===== src/rtl/aes_arb_pkg.sv =====
// rtl/aes_arb_pkg.sv - shared types and constants for the AES request arbiter
package aes_arb_pkg;

  localparam int AES_BLK_W          = 128;
  localparam int TIMEOUT_CYCLES_DEF = 32;

  typedef enum logic [1:0] {
    ST_IDLE   = 2'd0,
    ST_LAUNCH = 2'd1,
    ST_WAIT   = 2'd2,
    ST_RESP   = 2'd3
  } arb_state_t;

endpackage


===== src/rtl/aes_rr_pick.sv =====
// rtl/aes_rr_pick.sv - combinational round-robin winner search starting after last_grant
module aes_rr_pick #(
  parameter int NREQ = 2,
  parameter int IDW  = 2
) (
  input  logic [NREQ-1:0] req_valid,
  input  logic [IDW-1:0]  last_grant,
  output logic [NREQ-1:0] grant,
  output logic [IDW-1:0]  grant_id
);

  logic found;

  // Walk offsets 1..NREQ from last_grant; the first valid requester wins.
  always_comb begin
    grant    = '0;
    grant_id = '0;
    found    = 1'b0;
    for (int off = 1; off <= NREQ; off++) begin
      for (int i = 0; i < NREQ; i++) begin
        if (!found && req_valid[i] && (i == ((int'(last_grant) + off) % NREQ))) begin
          found    = 1'b1;
          grant[i] = 1'b1;
          grant_id = IDW'(i);
        end
      end
    end
  end

endmodule


===== src/rtl/aes_req_arbiter.sv =====
// rtl/aes_req_arbiter.sv - shares one AES engine among NREQ requesters; AES_ARB_TIMEOUT_EN enables the WAIT watchdog
module aes_req_arbiter
  import aes_arb_pkg::*;
#(
  parameter int NREQ           = 2,
  parameter int IDW            = 2,
  parameter int TIMEOUT_CYCLES = TIMEOUT_CYCLES_DEF
) (
  input  logic                      sys_clk,
  input  logic                      sys_rst_n,
  input  logic [NREQ-1:0]           req_valid,
  input  logic [NREQ*AES_BLK_W-1:0] req_data,
  output logic [NREQ-1:0]           req_ready,
  output logic                      core_start,
  output logic [AES_BLK_W-1:0]      core_din,
  input  logic                      core_done,
  input  logic [AES_BLK_W-1:0]      core_dout,
  output logic                      rsp_valid,
  input  logic                      rsp_ready,
  output logic [AES_BLK_W-1:0]      rsp_data,
  output logic [IDW-1:0]            rsp_id,
  output logic                      rsp_err
);

  arb_state_t           state_q, state_d;
  logic [IDW-1:0]       last_grant_q, last_grant_d;
  logic [AES_BLK_W-1:0] core_din_q, core_din_d;
  logic [AES_BLK_W-1:0] rsp_data_q, rsp_data_d;
  logic [IDW-1:0]       rsp_id_q, rsp_id_d;
  logic [NREQ-1:0]      grant;
  logic [IDW-1:0]       grant_id;
  logic [AES_BLK_W-1:0] sel_data;

`ifdef AES_ARB_TIMEOUT_EN
  localparam int WDOG_W = $clog2(TIMEOUT_CYCLES + 1);
  logic [WDOG_W-1:0] wdog_q, wdog_d, wdog_inc;
  logic              rsp_err_q, rsp_err_d;
`else
  localparam int unused_timeout = TIMEOUT_CYCLES;
`endif

  aes_rr_pick #(
    .NREQ(NREQ),
    .IDW (IDW)
  ) u_pick (
    .req_valid (req_valid),
    .last_grant(last_grant_q),
    .grant     (grant),
    .grant_id  (grant_id)
  );

  // One-hot mux of the winning requester's plaintext lane.
  always_comb begin
    sel_data = '0;
    for (int i = 0; i < NREQ; i++) begin
      if (grant[i]) sel_data = sel_data | req_data[i*AES_BLK_W +: AES_BLK_W];
    end
  end

  // Next-state and data-register update for the IDLE/LAUNCH/WAIT/RESP sequencer.
  always_comb begin
    state_d      = state_q;
    last_grant_d = last_grant_q;
    core_din_d   = core_din_q;
    rsp_data_d   = rsp_data_q;
    rsp_id_d     = rsp_id_q;
`ifdef AES_ARB_TIMEOUT_EN
    wdog_d       = wdog_q;
    wdog_inc     = wdog_q + 1'b1;
    rsp_err_d    = rsp_err_q;
`endif
    case (state_q)
      ST_IDLE: begin
        if (|req_valid) begin
          core_din_d   = sel_data;
          rsp_id_d     = grant_id;
          last_grant_d = grant_id;
          state_d      = ST_LAUNCH;
        end
      end
      ST_LAUNCH: begin
`ifdef AES_ARB_TIMEOUT_EN
        wdog_d = '0;
`endif
        state_d = ST_WAIT;
      end
      ST_WAIT: begin
        // A done arriving on the expiry cycle still produces a normal response.
        if (core_done) begin
          rsp_data_d = core_dout;
`ifdef AES_ARB_TIMEOUT_EN
          rsp_err_d  = 1'b0;
`endif
          state_d    = ST_RESP;
        end
`ifdef AES_ARB_TIMEOUT_EN
        else if (wdog_inc == WDOG_W'(TIMEOUT_CYCLES)) begin
          rsp_data_d = '0;
          rsp_err_d  = 1'b1;
          state_d    = ST_RESP;
        end else begin
          wdog_d = wdog_inc;
        end
`endif
      end
      ST_RESP: begin
        if (rsp_ready) state_d = ST_IDLE;
      end
      default: state_d = ST_IDLE;
    endcase
  end

  // State and data registers; reset drops any in-flight block.
  always_ff @(posedge sys_clk or negedge sys_rst_n) begin
    if (!sys_rst_n) begin
      state_q      <= ST_IDLE;
      last_grant_q <= IDW'(NREQ - 1);
      core_din_q   <= '0;
      rsp_data_q   <= '0;
      rsp_id_q     <= '0;
`ifdef AES_ARB_TIMEOUT_EN
      wdog_q       <= '0;
      rsp_err_q    <= 1'b0;
`endif
    end else begin
      state_q      <= state_d;
      last_grant_q <= last_grant_d;
      core_din_q   <= core_din_d;
      rsp_data_q   <= rsp_data_d;
      rsp_id_q     <= rsp_id_d;
`ifdef AES_ARB_TIMEOUT_EN
      wdog_q       <= wdog_d;
      rsp_err_q    <= rsp_err_d;
`endif
    end
  end

  assign req_ready  = (state_q == ST_IDLE) ? grant : '0;
  assign core_start = (state_q == ST_LAUNCH);
  assign core_din   = core_din_q;
  assign rsp_valid  = (state_q == ST_RESP);
  assign rsp_data   = rsp_data_q;
  assign rsp_id     = rsp_id_q;
`ifdef AES_ARB_TIMEOUT_EN
  assign rsp_err    = rsp_err_q;
`else
  assign rsp_err    = 1'b0;
`endif

endmodule


===== config.mk =====
export PLATFORM = sky130hd
export DESIGN_NAME = aes_req_arbiter
export DESIGN_NICKNAME = d
export VERILOG_FILES = /design/src/rtl/aes_arb_pkg.sv /design/src/rtl/aes_rr_pick.sv /design/src/rtl/aes_req_arbiter.sv
export SDC_FILE = /design/constraint.sdc
export NUM_CORES = 1
export LEC_CHECK = 0
export ABC_CLOCK_PERIOD_IN_PS = 3660
export BUFFER_PORTS_ARGS = -buffer_cell sky130_fd_sc_hd__buf_2
export CORE_AREA = 4 4 249 251
export CTS_BUF_LIST = sky130_fd_sc_hd__clkbuf_8
export DETAILED_ROUTE_END_ITERATION = 8
export DIE_AREA = 0 0 253 255
export MAX_ROUTING_LAYER = met4
export SLEW_MARGIN = 30
export SYNTH_ARGS = -nofsm -noshare
export SYNTH_HDL_FRONTEND = slang
export SYNTH_SLANG_ARGS = --single-unit

===== constraint.sdc =====
create_clock -name sys_clk -period 3.66 [get_ports sys_clk]
set_input_delay 0.915 -clock sys_clk [delete_from_list [all_inputs] [get_ports sys_clk]]
set_output_delay 0.915 -clock sys_clk [all_outputs]
set_load 0.05 [all_outputs]

== After elaboration in Yosys (flattened, before gate mapping) ==
Cells that the tools add are included.
Widths: inputs -> output; s select.
Word-level totals
  input port bits: 390
  word-level logic and storage cells: 51
  output and inout bits: 263
  register bits after elaboration: 260
Cells by class
  reductions and logical operators: 17
  bitwise operators: 3
  $add $sub $neg: 2
  equal/unequal tests: 8
  muxes and demuxes: 16
Operator list (number)
  $mux 128: 2
  $or 128x128->128: 1
  $logic_not 32->1: 2
  $mux 1: 9
  $mux 2: 4
  $pmux 2 s4: 1
  $logic_and 1x1->1: 7
  $eq 2x2->1 const A: 2
  $eq 2x2->1 const B: 2
  $ne 2x2->1 const B: 2
  $reduce_and 2->1: 2
  $logic_not 1->1: 3
  $reduce_and 3->1: 1
  $add 1x1->1 const B: 2
  $and 1x1->1 const A: 2
  $eq 2x1->1 const B: 1
  $logic_not 2->1: 1
  $ne 2x1->1 const B: 1
  $reduce_or 2->1: 1

== Logic depth before layout (Yosys ltp) ==
Gate-level depths: netlist of the first run.
  depth after elaboration: 18
  mapped depth: 8
  depth with buffers taken out: 5

== Cells and area by module ==
A second synthesis of the first run with hierarchy kept.
Second synthesis, totals
  cells, all modules: 879
  area total of the unflattened synthesis: 10603.9 µm²
Modules (own cells, without submodules)
  aes_req_arbiter: times used 1, seq. area each 6532.5 µm², area an instance 10566.4 µm², cells an instance 873
  aes_rr_pick: times used 1, seq. area each 0.0 µm², area an instance 37.5 µm², cells an instance 6

== Worst setup path before layout of the first run ==
OpenSTA, ideal clock, no wires.
  path kind: in2out
  start: input req_valid[0]
  end: output req_ready[0]
  arrival time: 1988 ps
  path buffers: 3
  path slack: 757 ps
  cell stages on the path: 4
  data required time: 2745 ps
  cells stage by stage: buf_2 -> buf_2 -> clkbuf_1 -> and3_1
On the way
  longest elaborated chain between the ends: 11
RTL lines
  start, declared: RTL line aes_req_arbiter.sv:11  | input logic [NREQ-1:0] req_valid,
  $logic_and 1x1->1: RTL line aes_rr_pick.sv:21  | if (!found && req_valid[i] && (i == ((int'(last_grant) + off) % NREQ))) begin
  $mux 1: RTL line aes_rr_pick.sv:21
  $logic_not 1->1: RTL line aes_rr_pick.sv:21
  $logic_and 1x1->1 (2 in a row): RTL line aes_rr_pick.sv:21
  $mux 1: RTL line aes_rr_pick.sv:21
  $logic_not 1->1: RTL line aes_rr_pick.sv:21
  $logic_and 1x1->1 (2 in a row): RTL line aes_rr_pick.sv:21
  $mux 1 (*): RTL line aes_rr_pick.sv:21
  $mux 2 (*): RTL line aes_req_arbiter.sv:138  | assign req_ready = (state_q == ST_IDLE) ? grant : '0;
  end, declared: RTL line aes_req_arbiter.sv:13  | output logic [NREQ-1:0] req_ready,
Every way passes the cells marked *; elsewhere a longest branch is shown, timed or not.

== Worst setup path after layout of the first run ==
  start: input req_valid[0]
  end: output req_ready[1]
On the way
  longest elaborated chain between the ends: 15
  elaborated cells on any way between the ends: 16
  classes of those cells: mux: 6; reduce/logical: 10
RTL lines (RTL line)
  $logic_and 1x1->1: aes_rr_pick.sv:21
  $mux 1: aes_rr_pick.sv:21
  $logic_not 1->1: aes_rr_pick.sv:21
  $logic_and 1x1->1 (2 in a row): aes_rr_pick.sv:21
  $mux 1: aes_rr_pick.sv:21
  $logic_not 1->1: aes_rr_pick.sv:21
  $logic_and 1x1->1 (2 in a row): aes_rr_pick.sv:21
  $mux 1: aes_rr_pick.sv:21
  $logic_not 1->1: aes_rr_pick.sv:21
  $logic_and 1x1->1 (2 in a row): aes_rr_pick.sv:21
  $mux 1 (*): aes_rr_pick.sv:21
  $mux 2 (*): aes_req_arbiter.sv:138
Marked as above.

==> results of run 1 <==
==> flip-flops by register name, summed over array words and instances (netlist names) <==
| signal | count |
|---|---|
| core_din | 128 |
| last_grant_q | 1 |
| rsp_data | 128 |
| rsp_id | 1 |
| state_q | 2 |
==> worst max-delay path: stages <==
cell and delay, ns:
buf_4 0.25, a21boi_4 0.23, and2_1 0.17, buf_2 0.27
==> cell families (layout without fill, tap and decap cells) <==
logic type / count (synthesis) / in the layout / synth area share, %
AO/OA/AOI/OAI: 263 / 263 / 16.8
adder cells (fa/ha/maj): 4 / 4 / 0.463
buffers and inverters: 92 / 764 / 4.21
flip-flops: 260 / 260 / 60.3
multiplexers: 129 / 129 / 13.5
other: 1 / 8 / 0.0347
AND/OR/NAND/NOR: 134 / 134 / 4.75
==> cell usage in the layout (no fill, tap or decap) <==
cell type / instances
a221oi_1: 1
buf_2: 648
clkinv_2: 2
clkinv_4: 1
nand2b_4: 1
inv_1: 17
conb_1: 2
dfstp_2: 1
nor2b_1: 1
a31oi_1: 1
buf_4: 24
mux2_2: 129
diode_2: 6
nor2_1: 129
buf_8: 1
bufinv_16: 2
and2_1: 1
a21boi_4: 1
dfrtp_1: 259
clkbuf_8: 59
nand2_4: 1
o32a_1: 1
a21oi_1: 129
o21a_4: 1
buf_12: 8
o21bai_1: 1
ha_1: 4
clkinvlp_4: 1
buf_16: 1
a32oi_1: 128
and3_1: 1
==> through the flow <==
stage | total power [mW] | cell area [µm²]
3_5_place_dp | 15.7 | 15000
5_1_grt | 19.3 | 16000
3_3_place_gp | 15.5 | 15000
4_1_cts | 18.6 | 15900
6_report | 18.4 | 16000
2_1_floorplan | 12.8 | 10800
==> routing by layer <==
| layer | up-vias | track usage [%] | share of wire [%] | routed length [µm] |
|---|---|---|---|---|
| li1 | 4566 | - | - | - |
| met1 | 4755 | 11.9 | 35 | 14000 |
| met2 | 514 | 20.0 | 50 | 19700 |
| met3 | 89 | 3.76 | 9.8 | 3870 |
| met4 | 0 | 6.29 | 5.2 | 2050 |
| met5 | - | - | 0 | 0 |
==> report_power, final <==
part           switching [mW]  internal, mW
Sequential              0.810          4.39
Clock                    1.20          1.58
Combinational            7.78          2.61
==> area by class of cell <==
class	count	area, µm²	area share (%)
Timing Repair Buffer	682	3630	22.7
Multi-Input combinational cell	532	3870	24.3
Clock buffer	59	812	5.09
Inverter	4	15.0	0.0941
Clock inverter	19	135	0.847
Sequential cell	260	6510	40.8
Tap cell	782	978	6.13
Antenna cell	6	15.0	0.0941
==> how the worst max path moves through the flow <==
stage              endpoint  slack [ns]  depth (start not counted)
6_report       req_ready[1]        0.89                          4
4_1_cts        req_ready[1]        0.79                          4
2_1_floorplan  req_ready[0]        0.76                          4
5_1_grt        req_ready[1]        0.76                          4
3_5_place_dp   req_ready[1]        0.89                          4
3_3_place_gp   req_ready[1]        0.88                          4
==> key figures, run 1 <==
CTS
  – Hold-fix buffers at CTS: 0
  – Clock transition at path regs: 0.05 ns
  – Post-CTS Repair Setup Buffers: 0
  – CTS max path bufs: 3
  – Post-CTS sizing: 0
  – Root Driver: clkbuf_8
  – H-tree depth: 2
  – CTS tree: yes
  – Clock latency on the worst-skew pair: 0.57 ns
  – Clock Sinks: 260
  – Inserted Clock Buffers: 46

Timing
  – Slew @ Worst Pin: 0.682 ns
  – Clock Skews: 0.0175 ns
  – Max Clk Rate: 361 MHz
  – Slew Viols, Final: 0
  – Fin. Hold Viols: 0
  – RSZ-0062 raised after global routing: false
  – Endpoints failing setup: 0
  – Setup TNS: 0 ns
  – WHS: 0.230 ns
  – Tmin final: 2.77 ns
  – Relative slew slack: 54.5%
  – Fin worst setup slack: 0.889 ns
  – Final period util: 75.7%

GRT
  – Initial antenna violation count: 6
  – GR Util All Layers: 11.6%
  – First-pass GRT wire length: 57.2 mm
  – Congestion Overflow GR: 0
  – Largest net degree at the start of global routing: 129
  – Vias in the first global route: 10,400

Critical path
  – Critical path launch point type: input pin
  – R2R depth: 6
  – CP arrival: 1.86 ns
  – RR Startpoint: state_q[0]
  – Reg2reg end: core_din[113]
  – Critical Path Source: req_valid[0]
  – WS Path Type: in -> out
  – Worst Setup End Kind: output port
  – WP data required: 2.74 ns
  – R2R Setup Slk: 1.56 ns
  – Critical Path Fanout Max: 23

Synthesis
  – Count leader, synth: dfrtp_1
  – Synth area leaders: dfrtp_1 60%, mux2_2 13%, a32oi_1 10%, a21oi_1 6.0%, nor2_1 4.5%
  – Cells after synthesis: 883
  – Avg Cell Area, Syn: 12.2 µm²
  – Yosys cell types: 23
  – Synthesized cell area: 10,800 µm²
  – Asr flop ratio synth: 100%
  – YS warnings: 0
  – Seq/Total Area, Yosys: 60.3%
  – Top FF cell, synth: dfrtp_1
  – Synth area leader: dfrtp_1
  – Synth top cells by count: 259 x dfrtp_1, 129 x a21oi_1, 129 x mux2_2, 129 x nor2_1, 128 x a32oi_1
  – Post-synth EDFFs: 0
  – Yosys reg bits: 260
  – Yosys top cell area share: 60.0%

Finish
  – Layout cell share with drive strength beyond 1: 56.6%
  – Nets: 1,920
  – Layout overhead on the synthesized area: 47.8%
  – Final Instance Count excl. Fillers: 2,344
  – FILL cells: 6,358
  – Final Core Density: 26.6%

Run
  – Max Cap Viol: 0

Placed design
  – Placed Cells incl. Taps: 2,259
  – DP Worst Slack: 0.886 ns
  – IO buf count: 650
  – GP Congestion: 0.824
  – Dpl hpwl: 30.0 mm

Outcome
  – Status: finished clean

Drt
  – WL final: 39.7 mm
  – DRT Pass-1 Iters: 4
  – Routed wire per std cell: 16.9 µm
  – Antenna-violating nets left: 0
  – Via Count: 9,924
  – Vias per inst: 4.23
  – First-iteration detailed-routing DRC count: 366
  – DRC violations left: 0

Power
  – Leak: 7.55 nW
  – Maximum VDD drop: 0.000622 V
  – PD cells: 1150 nW/µm²

Die
  – Num rows: 90
  – Die Area: 64,500 µm²
  – CORE AREA: 59,900 µm²
  – Starting Density: 18.0%
  – Num ports: 653
  – Die height: 255 µm
  – Die width: 253 µm

Hold path
  – HP Class: in -> async
Note: power is estimated with default switching activity, not from simulation.
==> run 2: changes to the inputs <==
Settings changed: ABC_CLOCK_PERIOD_IN_PS 3660 to 2800.
Clock period 3.66 ns to 2.8 ns, I/O delays scaled along.
==> run 2 against run 1 <==
Effect of this change: die area unchanged; flip-flop and latch count unchanged; design area decreased by 0.42%; register-to-register slack got worse by 0.80 ns; sequential power increased by 30%; worst hold slack got worse by 0.18 ns; clock-buffer cell count decreased by 2; power increased by 30%; largest power group unchanged; highest routed layer unchanged.
==> key figures, run 2 (synthesis gave the netlist of run 1 again) <==
Drt
  – Met2 WL: 20.2 mm
  – DRT Pass-1 Iters: 5
  – Met3 wire len: 3.48 mm
  – Vias per inst: 4.23
  – DRC violations left: 0
  – First-iteration detailed-routing DRC count: 537
  – Routed wire per std cell: 17.0 µm
  – Via Count: 9,903
  – Antenna-violating nets left: 0
  – Top sig layer: met4
  – WL final: 39.9 mm
  – Met1 Wirelength: 14.7 mm

Power
  – Leak: 7.53 nW
  – Sw frac: 53.4%
  – Pint: 11.1 mW
  – Logic pwr share: 56.7%
  – Clock Power Share: 14.9%
  – Sequential share of power: 28.4%
  – NetSw: 12.8 mW
  – Maximum VDD drop: 0.00115 V
  – PD cells: 1500 nW/µm²

Finish
  – Area of the multi-input gates: 3870 µm²
  – Commonest non-fill, non-tap cells in the layout: 648 x buf_2, 259 x dfrtp_1, 129 x nor2_1, 129 x a21oi_1, 129 x mux2_2
  – Layout overhead on the synthesized area: 47.2%
  – Layout cell share with drive strength beyond 1: 56.3%
  – FILL cells: 6,383
  – Final instance area: 15,900 µm²
  – Commonest non-fill, non-tap cell in the layout: buf_2
  – FF/Latch Area: 6510 µm²
  – Nets: 1,916

Critical path
  – R2R depth: 6
  – Critical Path Fanout Max: 7
  – WS Path Type: reg -> out
  – Crit path cell chain: inv_1 > ha_1 > and2_1 > buf_2
  – Reg2reg end: core_din[8]
  – CP arrival: 1.86 ns
  – CP peak stage delay: 0.41 ns
  – Critical Path Source: state_q[0]
  – Slowest-stage cell, CP: dfrtp_1
  – R2R Setup Slk: 0.76 ns
  – Critical path launch point type: register
  – RR Startpoint: state_q[0]
  – Worst Setup End Kind: output port
  – WP data required: 2.10 ns

GRT
  – Congestion Overflow GR: 0
  – Initial antenna violation count: 5
  – GR Util All Layers: 11.7%
  – Largest net degree at the start of global routing: 129
  – First-pass GRT wire length: 57.6 mm
  – Vias in the first global route: 10,100

CTS
  – H-tree depth: 2
  – Inserted Clock Buffers: 46
  – CTS tree: yes
  – Clock Sinks: 260
  – Hold-fix buffers at CTS: 0
  – Root Driver: clkbuf_8
  – Post-CTS sizing: 0
  – Clock latency on the worst-skew pair: 0.57 ns
  – Post-CTS Repair Setup Buffers: 0
  – CTS max path bufs: 3
  – Clock transition at path regs: 0.06 ns

Die
  – Num ports: 653
  – Die height: 255 µm
  – Num rows: 90
  – Starting Density: 18.0%
  – CORE AREA: 59,900 µm²
  – Die Area: 64,500 µm²
  – Die width: 253 µm

Placed design
  – GP Congestion: 0.791
  – Dpl hpwl: 30.0 mm
  – Post-DP Area: 14,900 µm²
  – IO buf count: 650

Run
  – Max Cap Viol: 0

Timing
  – Relative slew slack: 56.1%
  – Slew @ Worst Pin: 0.659 ns
  – Tmin final: 2.56 ns
  – Slew Viols, Final: 0
  – Final period util: 91.4%
  – Clock Skews: 0.0152 ns
  – RSZ-0062 raised after global routing: false
  – Endpoints failing setup: 0
  – Fin. Hold Viols: 0
  – Max Clk Rate: 391 MHz
  – Setup TNS: 0 ns

Hold path
  – HP Class: in -> async

Outcome
  – Status: finished clean
## run 2: cell count changes in the layout (fill, tap and decap cells not counted)
cell	change
inv_1	+4
buf_4	-3
clkbuf_8	-2
clkinv_2	+2
diode_2	-2
buf_16	-1
clkinv_4	-1
## run 2: metrics by stage
stage	hold WS (ns)	setup slack, ns	std cells	util (%)	power [mW]
2_1_floorplan	0.404	0.327	884	-	16.8
3_3_place_gp	0.483	0.550	2256	25.0	20.2
3_5_place_dp	0.487	0.516	2256	25.0	20.5
4_1_cts	0.00546	0.170	2337	26.5	24.2
5_1_grt	0.00492	0.108	2341	26.5	25.2
6_report	0.0490	0.242	2341	26.5	23.9
## run 2: final cells by class
type / instances / share of cell area [%]
repair buffers: 678 / 22.5
inverters: 4 / 0.0945
well taps: 782 / 6.16
clock buffers: 57 / 4.94
clock inverters: 24 / 0.953
diodes: 4 / 0.0630
multi-input cells: 532 / 24.4
flip-flops and latches: 260 / 40.9
## run 2: worst max path at each step
| stage | end | slack, ns |
|---|---|---|
| floorplan | req_ready[0] | 0.33 |
| global placement | req_ready[1] | 0.55 |
| detailed placement | state_q[1] | 0.52 |
| CTS | req_ready[1] | 0.17 |
| global route | req_ready[1] | 0.11 |
| finish | req_ready[1] | 0.24 |
## run 2: worst max-delay path, delay by kind of cell, from the launching register on
| family | cells | cell delay (ns) |
|---|---|---|
| fa+ha+maj | 1 | 0.30 |
| buf+inv | 2 | 0.36 |
| flops | 1 | 0.41 |
| simple gates | 1 | 0.21 |
## run 2: routing by layer
layer | global-route usage [%] | vias to the layer above
met5 | - | -
met4 | 4.93 | 0
met3 | 3.25 | 81
met2 | 20.3 | 503
met1 | 12.7 | 4763
li1 | - | 4556
## run 2: power by group through the flow
stage	clock network (mW)	logic (mW)	registers (mW)
floorplan	0	3.37	13.4
global placement	0	13.5	6.75
detailed placement	0	13.7	6.80
CTS	3.76	13.7	6.78
global route	3.93	14.3	7.01
finish	3.57	13.5	6.78
